**config.mk**
```make
export PLATFORM = sky130hd
export DESIGN_NAME = cordic_arbiter
export DESIGN_NICKNAME = d
export VERILOG_FILES = /design/src/rtl/cordic_arbiter.sv
export SDC_FILE = /design/constraint.sdc
export NUM_CORES = 1
export LEC_CHECK = 0
export CAP_MARGIN = 0
export CORE_AREA = 2 2 232 234
export DETAILED_ROUTE_END_ITERATION = 12
export DIE_AREA = 0 0 234 236
export MAX_ROUTING_LAYER = met4
export PLACE_DENSITY = 0.5
export RECOVER_POWER = 100
export SLEW_MARGIN = 25
export SYNTH_ARGS = -nofsm -noshare
export SYNTH_HDL_FRONTEND = slang
export SYNTH_SLANG_ARGS = --single-unit
export TNS_END_PERCENT = 5
```
**constraint.sdc**
```tcl
create_clock -name clk -period 2.03 [get_ports clk]
set_input_delay 0.406 -clock clk [delete_from_list [all_inputs] [get_ports clk]]
set_output_delay 0.406 -clock clk [all_outputs]
set_load 0.02 [all_outputs]
```
**src/rtl/cordic_arbiter.sv**
```systemverilog
// -----------------------------------------------------------------------------
// cordic_arbiter
//
// Purpose:
//   Shares one CORDIC engine between two requesters. A job is accepted from one
//   requester, its operands and control halfword are latched and handed to the
//   engine with a one-cycle "start" write of the control register. The arbiter
//   then waits for the engine's completion pulse, captures the results and
//   presents them to the requester that owns the job. When both requesters are
//   waiting, the grant alternates. A requester that is alone keeps being served.
//
// Optional feature (macro CORDIC_ARB_TIMEOUT_EN):
//   Adds a watchdog that counts cycles spent waiting for the engine. When the
//   count reaches p_TIMEOUT, a one-cycle "stop" write (cordicCtrl[1]) is issued.
//   The arbiter still waits for cordicDone and then flags the response with
//   rspTimeout. Without the macro there is no counter and rspTimeout stays 0.
//
// Ports:
//   clk, rstN                      clock, asynchronous active-low reset
//   reqValid/reqReady [1:0]        job request handshake, bit i = requester i
//   reqX/reqY/reqZ [2*p_WIDTH]     packed operands, requester i at [i*p_WIDTH +: p_WIDTH]
//   reqCtrl [31:0]                 packed 16-bit control halfword per requester
//   rspValid/rspReady [1:0]        result handshake, bit i = requester i
//   rspX/rspY/rspZ [p_WIDTH]       shared result bus
//   rspFlags [15:0]                engine status flag half (status[31:16])
//   rspTimeout                     watchdog fired during this job
//   cordicCtrl [31:0]              engine control-register write
//   cordicX/cordicY/cordicZ        engine operands
//   cordicDone                     engine completion pulse
//   cordicStatus, cordicXRes/YRes/ZRes  engine results
//   busy                           high whenever the arbiter is not idle
// -----------------------------------------------------------------------------
module cordic_arbiter #(
   parameter int p_WIDTH   = 32,
   parameter int p_TIMEOUT = 64
) (
   input  logic                   clk,
   input  logic                   rstN,
   input  logic [1:0]             reqValid,
   output logic [1:0]             reqReady,
   input  logic [2*p_WIDTH-1:0]   reqX,
   input  logic [2*p_WIDTH-1:0]   reqY,
   input  logic [2*p_WIDTH-1:0]   reqZ,
   input  logic [31:0]            reqCtrl,
   output logic [1:0]             rspValid,
   input  logic [1:0]             rspReady,
   output logic [p_WIDTH-1:0]     rspX,
   output logic [p_WIDTH-1:0]     rspY,
   output logic [p_WIDTH-1:0]     rspZ,
   output logic [15:0]            rspFlags,
   output logic                   rspTimeout,
   output logic [31:0]            cordicCtrl,
   output logic [p_WIDTH-1:0]     cordicX,
   output logic [p_WIDTH-1:0]     cordicY,
   output logic [p_WIDTH-1:0]     cordicZ,
   input  logic                   cordicDone,
   input  logic [31:0]            cordicStatus,
   input  logic [p_WIDTH-1:0]     cordicXRes,
   input  logic [p_WIDTH-1:0]     cordicYRes,
   input  logic [p_WIDTH-1:0]     cordicZRes,
   output logic                   busy
);

   typedef enum logic [1:0] {
      IDLE    = 2'd0,
      ISSUE   = 2'd1,
      WAIT    = 2'd2,
      RESPOND = 2'd3
   } state_t;

   state_t              state_q, state_d;
   logic                last_grant_q, last_grant_d;
   logic                grant_q, grant_d;
   logic [p_WIDTH-1:0]  op_x_q, op_x_d;
   logic [p_WIDTH-1:0]  op_y_q, op_y_d;
   logic [p_WIDTH-1:0]  op_z_q, op_z_d;
   logic [13:0]         ctrl_q, ctrl_d;
   logic [31:0]         cordic_ctrl_q, cordic_ctrl_d;
   logic [1:0]          rsp_valid_q, rsp_valid_d;
   logic [p_WIDTH-1:0]  rsp_x_q, rsp_x_d;
   logic [p_WIDTH-1:0]  rsp_y_q, rsp_y_d;
   logic [p_WIDTH-1:0]  rsp_z_q, rsp_z_d;
   logic [15:0]         rsp_flags_q, rsp_flags_d;
   logic                rsp_timeout_q, rsp_timeout_d;
   logic                busy_q, busy_d;

   logic                grant_sel;
   logic [1:0]          req_ready;
   logic [p_WIDTH-1:0]  sel_x, sel_y, sel_z;
   logic [13:0]         sel_ctrl;

   // Watchdog interface seen by the main FSM: wd_fire requests the stop write,
   // wd_expired_q remembers that it happened for the current job.
   logic                wd_fire;
   logic                wd_expired_q;

   // Low two bits of each control halfword, bits 17:16 and the engine's
   // non-flag status half carry nothing this block needs.
   logic                unused_bits;
   assign unused_bits = ^{reqCtrl[17:16], reqCtrl[1:0], cordicStatus[15:0]};

`ifdef CORDIC_ARB_TIMEOUT_EN
   localparam int               CNT_W   = $clog2(p_TIMEOUT + 1);
   localparam logic [CNT_W-1:0] CNT_MAX = CNT_W'(p_TIMEOUT);

   logic [CNT_W-1:0]    wd_cnt_q, wd_cnt_d;
   logic                wd_expired_d;

   // The counter is cleared while the job is being issued so it starts at
   // zero on the first WAIT cycle, then saturates at p_TIMEOUT. The stop
   // request is raised on the single cycle where the count first hits the
   // limit, so the engine sees exactly one stop write per job.
   always_comb begin
      wd_cnt_d     = wd_cnt_q;
      wd_expired_d = wd_expired_q;
      if (state_q == ISSUE) begin
         wd_cnt_d     = '0;
         wd_expired_d = 1'b0;
      end else if ((state_q == WAIT) && !cordicDone && (wd_cnt_q != CNT_MAX)) begin
         wd_cnt_d = wd_cnt_q + 1'b1;
         if (wd_cnt_d == CNT_MAX) begin
            wd_expired_d = 1'b1;
         end
      end
   end

   assign wd_fire = wd_expired_d & ~wd_expired_q;

   always_ff @(posedge clk or negedge rstN) begin
      if (!rstN) begin
         wd_cnt_q     <= '0;
         wd_expired_q <= 1'b0;
      end else begin
         wd_cnt_q     <= wd_cnt_d;
         wd_expired_q <= wd_expired_d;
      end
   end
`else
   logic                unused_param;
   assign unused_param = (p_TIMEOUT > 0);
   assign wd_fire      = 1'b0;
   assign wd_expired_q = 1'b0;
`endif

   // Grant selection: a lone requester always wins; on a tie the requester
   // that did not win last time is chosen. With no request the value is a
   // don't-care because reqReady stays low.
   always_comb begin
      grant_sel = reqValid[1];
      if (reqValid == 2'b11) begin
         grant_sel = ~last_grant_q;
      end
      req_ready = 2'b00;
      if ((state_q == IDLE) && (reqValid != 2'b00)) begin
         req_ready[grant_sel] = 1'b1;
      end
      sel_x    = grant_sel ? reqX[2*p_WIDTH-1:p_WIDTH] : reqX[p_WIDTH-1:0];
      sel_y    = grant_sel ? reqY[2*p_WIDTH-1:p_WIDTH] : reqY[p_WIDTH-1:0];
      sel_z    = grant_sel ? reqZ[2*p_WIDTH-1:p_WIDTH] : reqZ[p_WIDTH-1:0];
      sel_ctrl = grant_sel ? reqCtrl[31:18] : reqCtrl[15:2];
   end

   assign reqReady = req_ready;

   // Next-state logic. Every output except reqReady is a register, so the
   // control-register value for a state is prepared on the transition into it:
   // the start write appears exactly during ISSUE, and rspValid rises on the
   // cycle after cordicDone. cordicDone is only looked at in WAIT.
   always_comb begin
      state_d       = state_q;
      last_grant_d  = last_grant_q;
      grant_d       = grant_q;
      op_x_d        = op_x_q;
      op_y_d        = op_y_q;
      op_z_d        = op_z_q;
      ctrl_d        = ctrl_q;
      cordic_ctrl_d = 32'h0;
      rsp_valid_d   = rsp_valid_q;
      rsp_x_d       = rsp_x_q;
      rsp_y_d       = rsp_y_q;
      rsp_z_d       = rsp_z_q;
      rsp_flags_d   = rsp_flags_q;
      rsp_timeout_d = rsp_timeout_q;

      case (state_q)
         IDLE: begin
            if ((reqValid & req_ready) != 2'b00) begin
               grant_d       = grant_sel;
               op_x_d        = sel_x;
               op_y_d        = sel_y;
               op_z_d        = sel_z;
               ctrl_d        = sel_ctrl;
               cordic_ctrl_d = {16'h0, sel_ctrl, 2'b01};
               state_d       = ISSUE;
            end
         end
         ISSUE: begin
            state_d = WAIT;
         end
         WAIT: begin
            if (cordicDone) begin
               rsp_x_d              = cordicXRes;
               rsp_y_d              = cordicYRes;
               rsp_z_d              = cordicZRes;
               rsp_flags_d          = cordicStatus[31:16];
               rsp_timeout_d        = wd_expired_q;
               rsp_valid_d          = 2'b00;
               rsp_valid_d[grant_q] = 1'b1;
               state_d              = RESPOND;
            end else if (wd_fire) begin
               cordic_ctrl_d = {16'h0, ctrl_q, 2'b10};
            end
         end
         RESPOND: begin
            if (rspReady[grant_q]) begin
               rsp_valid_d  = 2'b00;
               last_grant_d = grant_q;
               state_d      = IDLE;
            end
         end
         default: begin
            state_d = IDLE;
         end
      endcase

      busy_d = (state_d != IDLE);
   end

   // State and registered outputs. Reset drops any job in flight; lastGrant
   // resets to 1 so requester 0 wins the first tie.
   always_ff @(posedge clk or negedge rstN) begin
      if (!rstN) begin
         state_q       <= IDLE;
         last_grant_q  <= 1'b1;
         grant_q       <= 1'b0;
         op_x_q        <= '0;
         op_y_q        <= '0;
         op_z_q        <= '0;
         ctrl_q        <= '0;
         cordic_ctrl_q <= 32'h0;
         rsp_valid_q   <= 2'b00;
         rsp_x_q       <= '0;
         rsp_y_q       <= '0;
         rsp_z_q       <= '0;
         rsp_flags_q   <= 16'h0;
         rsp_timeout_q <= 1'b0;
         busy_q        <= 1'b0;
      end else begin
         state_q       <= state_d;
         last_grant_q  <= last_grant_d;
         grant_q       <= grant_d;
         op_x_q        <= op_x_d;
         op_y_q        <= op_y_d;
         op_z_q        <= op_z_d;
         ctrl_q        <= ctrl_d;
         cordic_ctrl_q <= cordic_ctrl_d;
         rsp_valid_q   <= rsp_valid_d;
         rsp_x_q       <= rsp_x_d;
         rsp_y_q       <= rsp_y_d;
         rsp_z_q       <= rsp_z_d;
         rsp_flags_q   <= rsp_flags_d;
         rsp_timeout_q <= rsp_timeout_d;
         busy_q        <= busy_d;
      end
   end

   assign cordicCtrl = cordic_ctrl_q;
   assign cordicX    = op_x_q;
   assign cordicY    = op_y_q;
   assign cordicZ    = op_z_q;
   assign rspValid   = rsp_valid_q;
   assign rspX       = rsp_x_q;
   assign rspY       = rsp_y_q;
   assign rspZ       = rsp_z_q;
   assign rspFlags   = rsp_flags_q;
   assign rspTimeout = rsp_timeout_q;
   assign busy       = busy_q;

endmodule

```
Word-level counts from Yosys, hierarchy flattened
Index checks and enable logic that the tools add are counted.

Bits in registers: 247. Bits in latches: 0. Bits in writable memories: 0. Memory bits (read-only): 0. Output and inout bits: 246. Word-level logic and storage cells: 58. Memories: 0.

Add/sub/neg operators: 0. Multipliers: 0. Div/mod/pow operators: 0. Magnitude comparators: 4. Equality and inequality tests: 6. Shift operators: 0. Mux-type cells: 21. Bitwise gates (word level): 2. Reduce and logical (&&, ||, !) cells: 12.

Operator list (number): 32-bit 2-to-1 mux (3); 16-bit 2-to-1 mux (2); 14-bit 2-to-1 mux (1); 2-bit 2-to-1 mux (6); 2-bit one-hot mux with 4 select lines (1); 2-bit nonzero test (4); 2-bit equality test, second input constant (3); 2-bit AND reduction (3); 1-bit 2-to-1 mux (5); 1-bit by 2-bit < comparator with 1-bit output, second input constant (2); 2-bit != test, second input constant (2); 2-bit one-hot mux with 2 select lines (1); 1-bit logical AND (3); 3-bit AND reduction (1); 2-bit bitwise AND (1); 1-bit demux with 1-bit select (2); 2-bit by 1-bit equality test with 1-bit output, second input constant (1); 1-bit >= comparator, second input constant (2); 2-bit zero test (1); 1-bit inverter (1).

Logic depth before layout (Yosys ltp)
Depth in word-level cells: 12. Depth in mapped cells: 6. Depth with buffers taken out: 4.

Worst setup path after synthesis
OpenSTA, ideal clock, no wires.

Path type: in2out. Start point: input reqValid[1]. End point: output reqReady[1]. Data arrival time: 1.359 ns. Data required time: 1.624 ns. Slack: 0.265 ns. Stages on the path: 5. Path buffers: 3. Cells stage by stage: a21bo_2 > buf_6 > buf_6 > buf_2 > nor2_1.

Longest elaborated chain between the ends: 7. Elaborated cells on any way between the ends: 10. Classes of those cells: order compare: 2; eq/ne: 1; mux: 4; reduce/logical: 3.

Ends and longest elaborated chain: from (decl) (line 39) `input logic [1:0] reqValid,`; 2-bit equality test (line 150) `if (reqValid == 2'b11) begin`; 1-bit 2-to-1 mux (line 150); 1-bit by 2-bit < comparator with 1-bit output (implied by the code) or 1-bit >= comparator (tied branches) (line 155) `req_ready[grant_sel] = 1'b1;`; 1-bit logical AND (implied by the code) (line 155); 1-bit 2-to-1 mux (implied by the code) (line 155); 1-bit demux with 1-bit select (line 155); 2-bit 2-to-1 mux * (line 154) `if ((state_q == IDLE) && (reqValid != 2'b00)) begin`; to (decl) (line 40) `output logic [1:0] reqReady,`.

Mark *: on every way between the ends. The rest lies on a longest branch, timed or not.

Worst setup path in the final report
Start point: register rsp_z_q[7] (netlist: rspZ[7]). End point: output rspZ[7].

RTL lines: from (decl) (line 82) `logic [p_WIDTH-1:0] rsp_z_q, rsp_z_d;`; from (signal assigned) (line 260) `rsp_z_q <= rsp_z_d;`; to (decl) (line 49) `output logic [p_WIDTH-1:0] rspZ,`.

No word-level cell between the ends.

==> run metrics <==
largest net degree at the start of global routing 53; DRT Wirelength approximately 34000 µm; Tmin final 1980 ps; critical path required time around 1600 ps; Slew HR 0.166; Layout area overhead 73.6%; Final period util 0.975; CTS tree yes; Core Area around 0.053 mm²; number of global-route vias before repair approximately 7900; WS Path Type flip-flop to primary output; Worst-path clk slew around 50 ps; Total Neg Setup Slack 0 ps; synthesized area a little over 0.01 mm²; share of cells above drive strength 1 0.308; gr usage total 0.119; CP max FO 2; per-cell routed wire length about 17 µm; Clock Root Buffer clkbuf_16; die area between 0.05 and 0.06 mm²; asr flop ratio synth 1.00; Crit path buffers/inverters 1; clk sink count 230; slowest stage delay, CP approximately 670 ps; I/O Pins between 600 and 700; GR Overflow Total 0; Via density 3.76; Crit-path slowest cell clkdlybuf4s50_1; outcome complete, no violations; net switching power figure just over 9 mW; I/O Buffers roughly 570; Max IR drop VDD between 0.6 and 0.7 mV; Hold WC Path Type input pin to flip-flop; number of flops mapped to enable cells by yosys 0; crit-path cells clkdlybuf4s50_1; FF+latch count, synth 230; Die X 234 µm; dominant cells by area after synthesis dfrtp_1 55%, mux2_2 20%, mux2_4 18%; max cap viols 0; post-route ant nets 0; DRC viols 0; Setup crit end kind primary output; mean cell area of the mapped netlist about 16 µm²; initial antenna violation count 4; hold_ws ~400 ps; origin of the critical flop-to-flop path last_grant_q; CTS buffer count 28; leakage power around 7.6 nW; initial core utilization 0.195; H-tree levels 1; Netlist cell types 23; Fmax between 500 and 600 MHz; first-pass GRT wire length 48600 µm; Seq pwr share 0.303; switching share of total power 0.342; Comb power frac 0.515; Post-Syn Instances around 660; Max Root-Sink Buffers 3; Final setup viols 0; DIE HEIGHT around 240 µm; top cell type's share of synthesized area 0.553; row cnt 85; routability cong. 0.746; synth warn 0; Worst-Margin Slew around 1300 ps; Arr. time, crit path 1570 ps; worst hold start reqCtrl[20]; Pint 17.4 mW; post-detail-place hpwl between 20000 and 30000 µm; via count ~7400; sequential-to-total area share from yosys stat 0.556; largest delay contributor family on the critical path buffers and inverters; clk_skew about 5.3 ps; DRT iter0 DRCs around 140; Power Dens Cells between 1000 and 1500 mW/mm²; final net count between 1500 and 2000; ys flop type dfrtp_1; max-slew violations 0; drt pass-1 iters 4; RSZ-0062 raised after global routing yes; clock share of power 0.182; clock latency on the worst-skew pair roughly 540 ps; cell taking the most area after synthesis dfrtp_1; final hold violations 0; Setup crit start rspZ[7]; Setup crit start kind flip-flop
flip-flops by register name, summed over array words and instances, names as in the netlist, 15 cells and up:
name / count
cordicCtrl: 15
cordicX: 32
cordicY: 32
cordicZ: 32
rspFlags: 16
rspX: 32
rspY: 32
rspZ: 32
power by group through the flow:
stage | registers, mW | clock network, mW | logic, mW
2_1_floorplan | 10.8 | 0 | 4.38
3_5_place_dp | 8.09 | 0 | 13.8
5_1_grt | 8.33 | 5.23 | 14.4
4_1_cts | 8.07 | 5.03 | 13.8
3_3_place_gp | 8.07 | 0 | 13.8
6_report | 8.03 | 4.81 | 13.6
final cells by class:
cell class                      instances  area (µm²)
Antenna cell                            4        10.0
Clock buffer                           42         795
Clock inverter                          4        73.8
Fill cell                            5218       35100
Inverter                                3        16.3
Multi-Input combinational cell        388        4280
Sequential cell                       230        5760
Tap cell                              696         871
Timing Repair Buffer                  613        6170
tightest hold or removal path: stages:
cell	delay, ps
clkdlybuf4s50_1	400
nand2_1	50
a21oi_1	50
per-stage QoR:
step	cell area [µm²]	util	setup WS, ps	cells	power [mW]
finish	18000	0.339	50.8	1980	26.5
global route	18000	0.339	-9.39	1980	28.0
CTS	17900	0.338	-63.2	1972	26.9
detailed placement	17100	0.321	-212	1923	21.9
global placement	17100	0.321	-197	1923	21.8
floorplan	10400	-	265	676	15.1
repair_timing:
item,CTS,global route
gates resized for setup,15,5
hold buffers,1,0
setup endpoints to repair,9,4
endpoints found under the hold margin,38,0
setup buffers,2,4
pin swaps,0,3
placed cells by master (no fill, tap or decap), drive strengths merged:
master	instances
nor2b	1
a21bo	1
a21oi	20
bufinv	2
clkinv	2
conb	18
diode	4
nand3b	1
nand2	29
mux2	305
a21boi	1
nand3	2
dfstp	1
o21ai	4
nor2	4
dlygate4sd3	1
o211ai	1
inv	3
clkbuf	45
dfrtp	229
buf	46
mux2i	1
dlymetal6s2s	2
dlygate4sd2	7
clkdlybuf4s50	554
final timing paths:
kind                                  to  slack, ps  cells after the start
hold reg to reg                 rspY[29]        500                      1
max in group asynchronous       rspZ[23]        300                      3
setup reg to reg             cordicY[18]        170                      5
setup / recovery                 rspZ[7]         50                      1
hold / removal             cordicCtrl[4]        410                      3
min in group asynchronous       rspX[31]        690                      2
routing by layer:
metal,vias to the layer above,track usage,part of all wire
li1,3506,-,-
met1,3552,0.136,0.39
met2,352,0.200,0.49
met3,35,0.0386,0.10
met4,0,0.0295,0.016
met5,-,-,0
kinds of logic after synthesis:
kind of cell	Yosys count	share of synthesized area
compound gates	27	0.0144
buf+inv	58	0.0381
flops	230	0.556
mux	306	0.377
other cells	1	0.000362
simple gates	37	0.0143
synth_stat cells, types with 2 or more instances:
cell type and n:
dfrtp_1 229, mux2_2 182, mux2_4 123, nand2_1 29, buf_2 24, a21oi_1 20
buf_4 19, buf_6 10, nor2_1 4, o21ai_0 3, clkbuf_1 2, inv_1 2
nand3_1 2
(Power assumes the default switching activity.)
